[config.mk]
export PLATFORM = sky130hd
export DESIGN_NAME = obstacle_manager
export DESIGN_NICKNAME = d
export VERILOG_FILES = /design/src/rtl/dino_pkg.sv /design/src/rtl/obs_slot.sv /design/src/rtl/obstacle_manager.sv
export SDC_FILE = /design/constraint.sdc
export NUM_CORES = 1
export LEC_CHECK = 0
export BUFFER_PORTS_ARGS = -buffer_cell sky130_fd_sc_hd__buf_2
export CAP_MARGIN = 20
export CORE_MARGIN = 3
export CORE_UTILIZATION = 60
export DETAILED_ROUTE_END_ITERATION = 8
export PLACE_DENSITY = 0.84
export SYNTH_ARGS = -nofsm -noshare
export SYNTH_HDL_FRONTEND = slang
export SYNTH_HIERARCHICAL = 1
export SYNTH_SLANG_ARGS = --single-unit
[constraint.sdc]
create_clock -name clk -period 10.81 [get_ports clk]
set_clock_uncertainty 0.2 [all_clocks]
set_input_delay 3.243 -clock clk [delete_from_list [all_inputs] [get_ports clk]]
set_output_delay 3.243 -clock clk [all_outputs]
set_load 0.005 [all_outputs]
[src/rtl/dino_pkg.sv]
// Purpose : shared constants, obstacle type and manager state encodings for the obstacle scroller.
// Latency : n/a (declarations only).
// Backpressure: n/a.
// Contents: CONV, POS_W, SCREEN_W constants; obs_kind_e; mgr_state_e; sat_add8 helper.
package dino_pkg;

  localparam int CONV     = 2;
  localparam int POS_W    = 10 - CONV;
  localparam int SCREEN_W = 640 >> CONV;

  typedef enum logic [2:0] {
    CACTUS_S   = 3'd0,
    CACTUS_L   = 3'd1,
    BIRD_LO    = 3'd2,
    BIRD_HI    = 3'd3,
    CACTUS_GRP = 3'd4
  } obs_kind_e;

  typedef enum logic {
    ST_FROZEN = 1'b0,
    ST_RUN    = 1'b1
  } mgr_state_e;

  // 8-bit add that sticks at 255 instead of wrapping.
  function automatic logic [7:0] sat_add8(input logic [7:0] a, input logic [7:0] b);
    logic [8:0] s;
    s = {1'b0, a} + {1'b0, b};
    return s[8] ? 8'hFF : s[7:0];
  endfunction

endpackage

[src/rtl/obs_slot.sv]
// Purpose : one obstacle slot: holds pos/type/active, scrolls left by speed on tick, retires at the left edge.
// Latency : 1 cycle from tick/load/clear to registered outputs.
// Backpressure: none; tick is an enable, load is only honoured together with tick.
// Ports   : clk, rst_n; clear (new game), tick, speed, load + load_type (spawn strobe);
//           pos, typ, active (registered); free_next (comb: slot is or becomes free on this tick).
module obs_slot #(
  parameter int POS_W    = 8,
  parameter int TYPE_W   = 3,
  parameter int SCREEN_W = 160
) (
  input  logic              clk,
  input  logic              rst_n,
  input  logic              clear,
  input  logic              tick,
  input  logic [2:0]        speed,
  input  logic              load,
  input  logic [TYPE_W-1:0] load_type,
  output logic [POS_W-1:0]  pos,
  output logic [TYPE_W-1:0] typ,
  output logic              active,
  output logic              free_next
);

  logic [POS_W-1:0]  pos_q, pos_d;
  logic [TYPE_W-1:0] type_q, type_d;
  logic              active_q, active_d;
  logic              retire;
  logic [POS_W-1:0]  step;

  always_comb begin
    step      = POS_W'(speed);
    // A slot closer to the edge than one step parks instead of subtracting,
    // so the position can never wrap to a large value.
    retire    = active_q && (pos_q < step);
    free_next = !active_q || retire;

    pos_d    = pos_q;
    type_d   = type_q;
    active_d = active_q;
    if (clear) begin
      active_d = 1'b0;
      pos_d    = POS_W'(SCREEN_W);
    end else if (tick) begin
      if (load) begin
        active_d = 1'b1;
        pos_d    = POS_W'(SCREEN_W - 1);
        type_d   = load_type;
      end else if (retire) begin
        active_d = 1'b0;
        pos_d    = POS_W'(SCREEN_W);
      end else if (active_q) begin
        pos_d = pos_q - step;
      end
    end
  end

  always_ff @(posedge clk or negedge rst_n) begin
    if (!rst_n) begin
      pos_q    <= POS_W'(SCREEN_W);
      type_q   <= '0;
      active_q <= 1'b0;
    end else begin
      pos_q    <= pos_d;
      type_q   <= type_d;
      active_q <= active_d;
    end
  end

  assign pos    = pos_q;
  assign typ    = type_q;
  assign active = active_q;

endmodule

[src/rtl/obstacle_manager.sv]
// Purpose : NUM_OBS-slot obstacle scroller with randomised spawn gap and optional per-game speed ramp.
// Latency : 1 cycle from game_tick/game_start to updated obstacle outputs and spawn_pulse.
// Backpressure: none; a spawn with every slot full is held (gap_cnt saturates) until a slot frees.
// Ports   : clk, rst_n, game_tick, game_start, game_frozen, rng[7:0] in;
//           obs_pos, obs_type, obs_active (per-slot packed), speed[2:0], spawn_pulse out.
// Config  : define OBS_SPEED_RAMP_EN to enable the speed ramp; otherwise speed stays 1.
module obstacle_manager #(
  parameter int NUM_OBS          = 3,
  parameter int CONV             = dino_pkg::CONV,
  parameter int SCREEN_W         = dino_pkg::SCREEN_W,
  parameter int MIN_GAP          = 40,
  parameter int SPEED_MAX        = 4,
  parameter int SPEED_STEP_TICKS = 600,
  parameter int TYPE_W           = 3,
  localparam int POS_W           = 10 - CONV
) (
  input  logic                      clk,
  input  logic                      rst_n,
  input  logic                      game_tick,
  input  logic                      game_start,
  input  logic                      game_frozen,
  input  logic [7:0]                rng,
  output logic [NUM_OBS*POS_W-1:0]  obs_pos,
  output logic [NUM_OBS*TYPE_W-1:0] obs_type,
  output logic [NUM_OBS-1:0]        obs_active,
  output logic [2:0]                speed,
  output logic                      spawn_pulse
);

  import dino_pkg::*;

  mgr_state_e         state_q, state_d;
  logic               run_tick;
  logic [2:0]         speed_cur;
  logic [7:0]         gap_cnt_q, gap_cnt_d;
  logic [7:0]         gap_target_q, gap_target_d;
  logic [7:0]         gap_sum;
  logic [7:0]         new_target;
  logic               spawn;
  logic               spawn_pulse_q;
  logic [NUM_OBS-1:0] free_next;
  logic [NUM_OBS-1:0] lowest_free;
  logic [NUM_OBS-1:0] load_vec;
  logic               unused_rng;

  // ---------------- FSM: state register ----------------
  always_ff @(posedge clk or negedge rst_n) begin
    if (!rst_n) state_q <= ST_FROZEN;
    else        state_q <= state_d;
  end

  // ---------------- FSM: next state ----------------
  always_comb begin
    state_d = state_q;
    case (state_q)
      ST_FROZEN: if (game_start)                 state_d = ST_RUN;
      ST_RUN:    if (game_frozen && !game_start) state_d = ST_FROZEN;
      default:   state_d = ST_FROZEN;
    endcase
  end

  // ---------------- FSM: outputs ----------------
  // A tick that coincides with game_start is dropped; the restart wins.
  always_comb begin
    run_tick = (state_q == ST_RUN) && game_tick && !game_start && !game_frozen;
  end

  // ---------------- obstacle slots ----------------
  for (genvar i = 0; i < NUM_OBS; i++) begin : g_slot
    obs_slot #(
      .POS_W    (POS_W),
      .TYPE_W   (TYPE_W),
      .SCREEN_W (SCREEN_W)
    ) u_slot (
      .clk       (clk),
      .rst_n     (rst_n),
      .clear     (game_start),
      .tick      (run_tick),
      .speed     (speed_cur),
      .load      (load_vec[i]),
      .load_type (rng[TYPE_W-1:0]),
      .pos       (obs_pos[i*POS_W +: POS_W]),
      .typ       (obs_type[i*TYPE_W +: TYPE_W]),
      .active    (obs_active[i]),
      .free_next (free_next[i])
    );
  end

  // Lowest-index free slot; slots retiring on this tick already count as free.
  always_comb begin
    lowest_free = '0;
    for (int i = NUM_OBS - 1; i >= 0; i--) begin
      if (free_next[i]) begin
        lowest_free    = '0;
        lowest_free[i] = 1'b1;
      end
    end
  end

  // ---------------- spawn gap scheduling ----------------
  always_comb begin
    gap_sum    = sat_add8(gap_cnt_q, {5'b0, speed_cur});
    new_target = 8'(MIN_GAP) + {2'b00, rng[5:0]};
    // Compare against the post-increment count so a gap of exactly
    // gap_target units scrolled fires on that tick.
    spawn      = run_tick && (gap_sum >= gap_target_q) && (|free_next);
    load_vec   = spawn ? lowest_free : '0;

    gap_cnt_d    = gap_cnt_q;
    gap_target_d = gap_target_q;
    if (game_start) begin
      gap_cnt_d    = 8'd0;
      gap_target_d = new_target;
    end else if (run_tick) begin
      gap_cnt_d = spawn ? 8'd0 : gap_sum;
      if (spawn) gap_target_d = new_target;
    end
  end

  always_ff @(posedge clk or negedge rst_n) begin
    if (!rst_n) begin
      gap_cnt_q     <= 8'd0;
      gap_target_q  <= 8'(MIN_GAP);
      spawn_pulse_q <= 1'b0;
    end else begin
      gap_cnt_q     <= gap_cnt_d;
      gap_target_q  <= gap_target_d;
      spawn_pulse_q <= spawn;
    end
  end

  // ---------------- speed ----------------
`ifdef OBS_SPEED_RAMP_EN
  localparam int STEP_W = $clog2(SPEED_STEP_TICKS);

  logic [STEP_W-1:0] step_cnt_q, step_cnt_d;
  logic [2:0]        speed_q, speed_d;

  always_comb begin
    step_cnt_d = step_cnt_q;
    speed_d    = speed_q;
    if (game_start) begin
      step_cnt_d = '0;
      speed_d    = 3'd1;
    end else if (run_tick) begin
      if (step_cnt_q == STEP_W'(SPEED_STEP_TICKS - 1)) begin
        step_cnt_d = '0;
        if (speed_q < 3'(SPEED_MAX)) speed_d = speed_q + 3'd1;
      end else begin
        step_cnt_d = step_cnt_q + STEP_W'(1);
      end
    end
  end

  always_ff @(posedge clk or negedge rst_n) begin
    if (!rst_n) begin
      step_cnt_q <= '0;
      speed_q    <= 3'd1;
    end else begin
      step_cnt_q <= step_cnt_d;
      speed_q    <= speed_d;
    end
  end

  assign speed_cur = speed_q;
`else
  logic [31:0] unused_ramp_cfg;
  assign unused_ramp_cfg = 32'(SPEED_MAX + SPEED_STEP_TICKS);
  assign speed_cur = 3'd1;
`endif

  assign speed       = speed_cur;
  assign spawn_pulse = spawn_pulse_q;
  assign unused_rng  = ^rng[7:6];

endmodule

==> impl_metrics.toml <==
[status]
status = "complete, no violations"

[worst_setup_path]
required_ps = 10800
reg2reg_to = "g_slot[2].u_slot/typ[0]"
rrSetupSlack_ps = 6700
crit_fanout = 40
cp.arrival_ps = 6180
critPathKind = "in -> reg"
r2r-start = "gap_cnt_q[0]"
cp-end-kind = "register"
startpoint_type = "primary input"
reg2regPathDepth = 13

[cells_and_area]
syn2layout_area_growth_pct = 12.09
fill_cells = 409
post_route_cells_drive_above_1_share_pct = 23.59
multiInputGateArea_um2 = 1922
seq_area_um2 = 1336
nNetsFinal = 423
n_antenna_cell = 0

[sta]
hold_viol = 0
setup_viol = 0
drv_slew = 0
min_period_over_period_pct = 57.27
period_needed_ps = 6191
fmax_ghz = 0.1615
grt_setup_unrepaired = "no"
relSlewSlack_pct = 48.22
holdWs_ps = 311.6
worstMarginPinSlew_ps = 773.0
tns_ps = 0

[clock_network]
ctsHoldBuffers = 0
cts_resized = 0
clockBufferDepth = 2
cts_tree = "done"
postCtsSetupBuffers = 0
root_buffer = "clkbuf_8"
clkLatencyLatePin_ps = 300
cts-buffers-inserted = 5
cts.sinks = 53
cts.clk_slew.worst_paths_ps = 90
h-tree-depth = 2

[hold_path]
hold_class = "reg -> reg"
whs_endpoint = "gap_target_q[2]"
hold_depth = 1
worstHoldStart = "gap_target_q[2]"

[grt]
grt_use_total_pct = 24.30
grt_pass1_wl_um = 12480
grt_pass1_vias = 2695
antenna_found_initial = 0
grt_start_max_net_pins = 54
overflow = 0

[yosys]
ys_warn_count = 6
async_flop_share_pct = 100.0
syn_area_um2 = 3374
synth_area_per_cell_um2 = 10.01
synth_edf_count = 0
ys_types = 58
yosysSeqAreaShare_pct = 39.60
syn_inst = 337
synthFlopType = "dfrtp_1"
ys_seq_elements = 53

[placed_design]
numPortBuffers = 47
place_congestion = 0.8703
dp_hpwl_um = 5433

[route]
drc_errors = 0
wirelength_um = 7408
vias_per_cell = 6.167
vias = 2837
wl_met2_um = 3774
initialDrtViolationCount = 191
ant_nets = 0
wl_met3_um = 364
firstDrtPassIters = 5
top_layer = "met4"
wl_per_cell_um = 16.10
wl_met1_um = 3190

[power_and_ir_drop]
powerDensity_nw_per_um2 = 98.63
leakagePower_nw = 1.774
peakVddDrop_mv = 0.09358
intPower_mw = 0.2846
clock_power_share_pct = 35.5
p_switching_mw = 0.08848
p_sw_share_pct = 23.72
pwr-share-comb_pct = 9.6
seq_power_share_pct = 54.8

[floorplan]
die_height_um = 81.00
dieArea_um2 = 6560
io_pins = 53
coreArea_um2 = 5270
initial_core_util_pct = 64.03
dieWidth_um = 81.00
row_count = 26

[run]
max_cap_viol_count = 0
==> Yosys cell counts, types with 6 or more instances <==
| master | number | area share, % |
|---|---|---|
| dfrtp_1 | 45 | 33 |
| a21oi_1 | 26 | 3.9 |
| nand2_1 | 22 | 2.4 |
| inv_1 | 21 | 2.3 |
| ha_1 | 18 | 6.7 |
| nor2_1 | 18 | 2.0 |
| o21ai_0 | 17 | 2.5 |
| mux2_2 | 13 | 4.3 |
| nand3_1 | 11 | 1.6 |
| or3_1 | 10 | 1.9 |
| dfstp_2 | 8 | 6.2 |
| clkbuf_1 | 7 | 0.78 |
| nand4_1 | 7 | 1.3 |
| a31oi_1 | 6 | 1.1 |
| buf_4 | 6 | 1.3 |
| nand3b_1 | 6 | 1.3 |
==> worst max-delay path, stage by stage <==
cell and delay [ps]:
buf_2 90, buf_4 250, or2_2 410, inv_1 490
nand2_1 160, nor4b_1 580, nand2_1 240, nor2_1 320
mux2_2 380
==> power groups by stage <==
stage               Combinational, mW  Sequential, mW  Clock [mW]
floorplan                      0.0238           0.208           0
global placement               0.0340           0.208           0
detailed placement             0.0361           0.208           0
CTS                            0.0362           0.205       0.136
global route                   0.0409           0.205       0.143
finish                         0.0359           0.205       0.133
==> flip-flops by register name (all words and copies together), names as in the netlist <==
| signal | flops |
|---|---|
| g_slot.u_slot/active | 3 |
| g_slot.u_slot/pos | 24 |
| g_slot.u_slot/typ | 9 |
| gap_cnt_q | 8 |
| gap_target_q | 7 |
| spawn_pulse | 1 |
| state_q | 1 |
==> layer usage <==
layer	vias up	global-route usage (%)
met1	1403	31.24
met2	72	41.71
met5	-	0
li1	1352	-
met3	10	4.324
met4	0	7.432
==> layout make-up <==
cell class	count	area share (%)
repair buffers	49	6.616
clock inverters	2	0.9262
multi-input cells	259	50.81
flip-flops and latches	53	35.33
inverters	21	2.084
clock buffers	6	1.919
well taps	70	2.316
==> cell usage in the layout, fill, tap and decap left out, types with 10 or more instances in the layout <==
| cell | instances |
|---|---|
| nor2_1 | 18 |
| or3_1 | 10 |
| nand2_1 | 22 |
| inv_1 | 21 |
| o21ai_0 | 17 |
| conb_1 | 12 |
| mux2_2 | 13 |
| ha_1 | 18 |
| nand3_1 | 11 |
| a21oi_1 | 26 |
| dfrtp_1 | 45 |
| buf_2 | 47 |
==> logic make-up (layout without fill, tap and decap cells) <==
logic type | count (synthesis) | after routing | share of synthesized area, %
compound gates | 103 | 103 | 22.06
simple gates | 103 | 103 | 18.84
flops | 53 | 53 | 39.60
mux | 16 | 16 | 5.228
buf+inv | 35 | 78 | 4.561
fa+ha+maj | 21 | 21 | 8.454
xor+xnor | 4 | 4 | 1.038
other cells | 2 | 12 | 0.2226
==> worst max-delay path by stage <==
stage                              endpoint  cells after the start  slack, ps   startpoint
detailed placement  g_slot[2].u_slot/typ[0]                      9       4330   game_start
global route        g_slot[2].u_slot/typ[0]                      9       4280   game_start
floorplan           g_slot[2].u_slot/pos[5]                     12       4990  game_frozen
finish              g_slot[2].u_slot/typ[0]                      9       4620   game_start
global placement    g_slot[2].u_slot/typ[1]                      9       4440   game_start
CTS                 g_slot[2].u_slot/typ[0]                      9       4660   game_start
==> through the flow <==
stage | instance area [µm²] | power (mW) | util [%] | setup slack, ps | cells
floorplan | 3412 | 0.2316 | - | 4990 | 347
finish | 3782 | 0.3730 | 71.77 | 4619 | 460
global placement | 3675 | 0.2421 | 69.73 | 4441 | 452
global route | 3782 | 0.3886 | 71.77 | 4283 | 460
CTS | 3782 | 0.3765 | 71.77 | 4660 | 460
detailed placement | 3675 | 0.2443 | 69.73 | 4326 | 452
(Power assumes the default switching activity.)
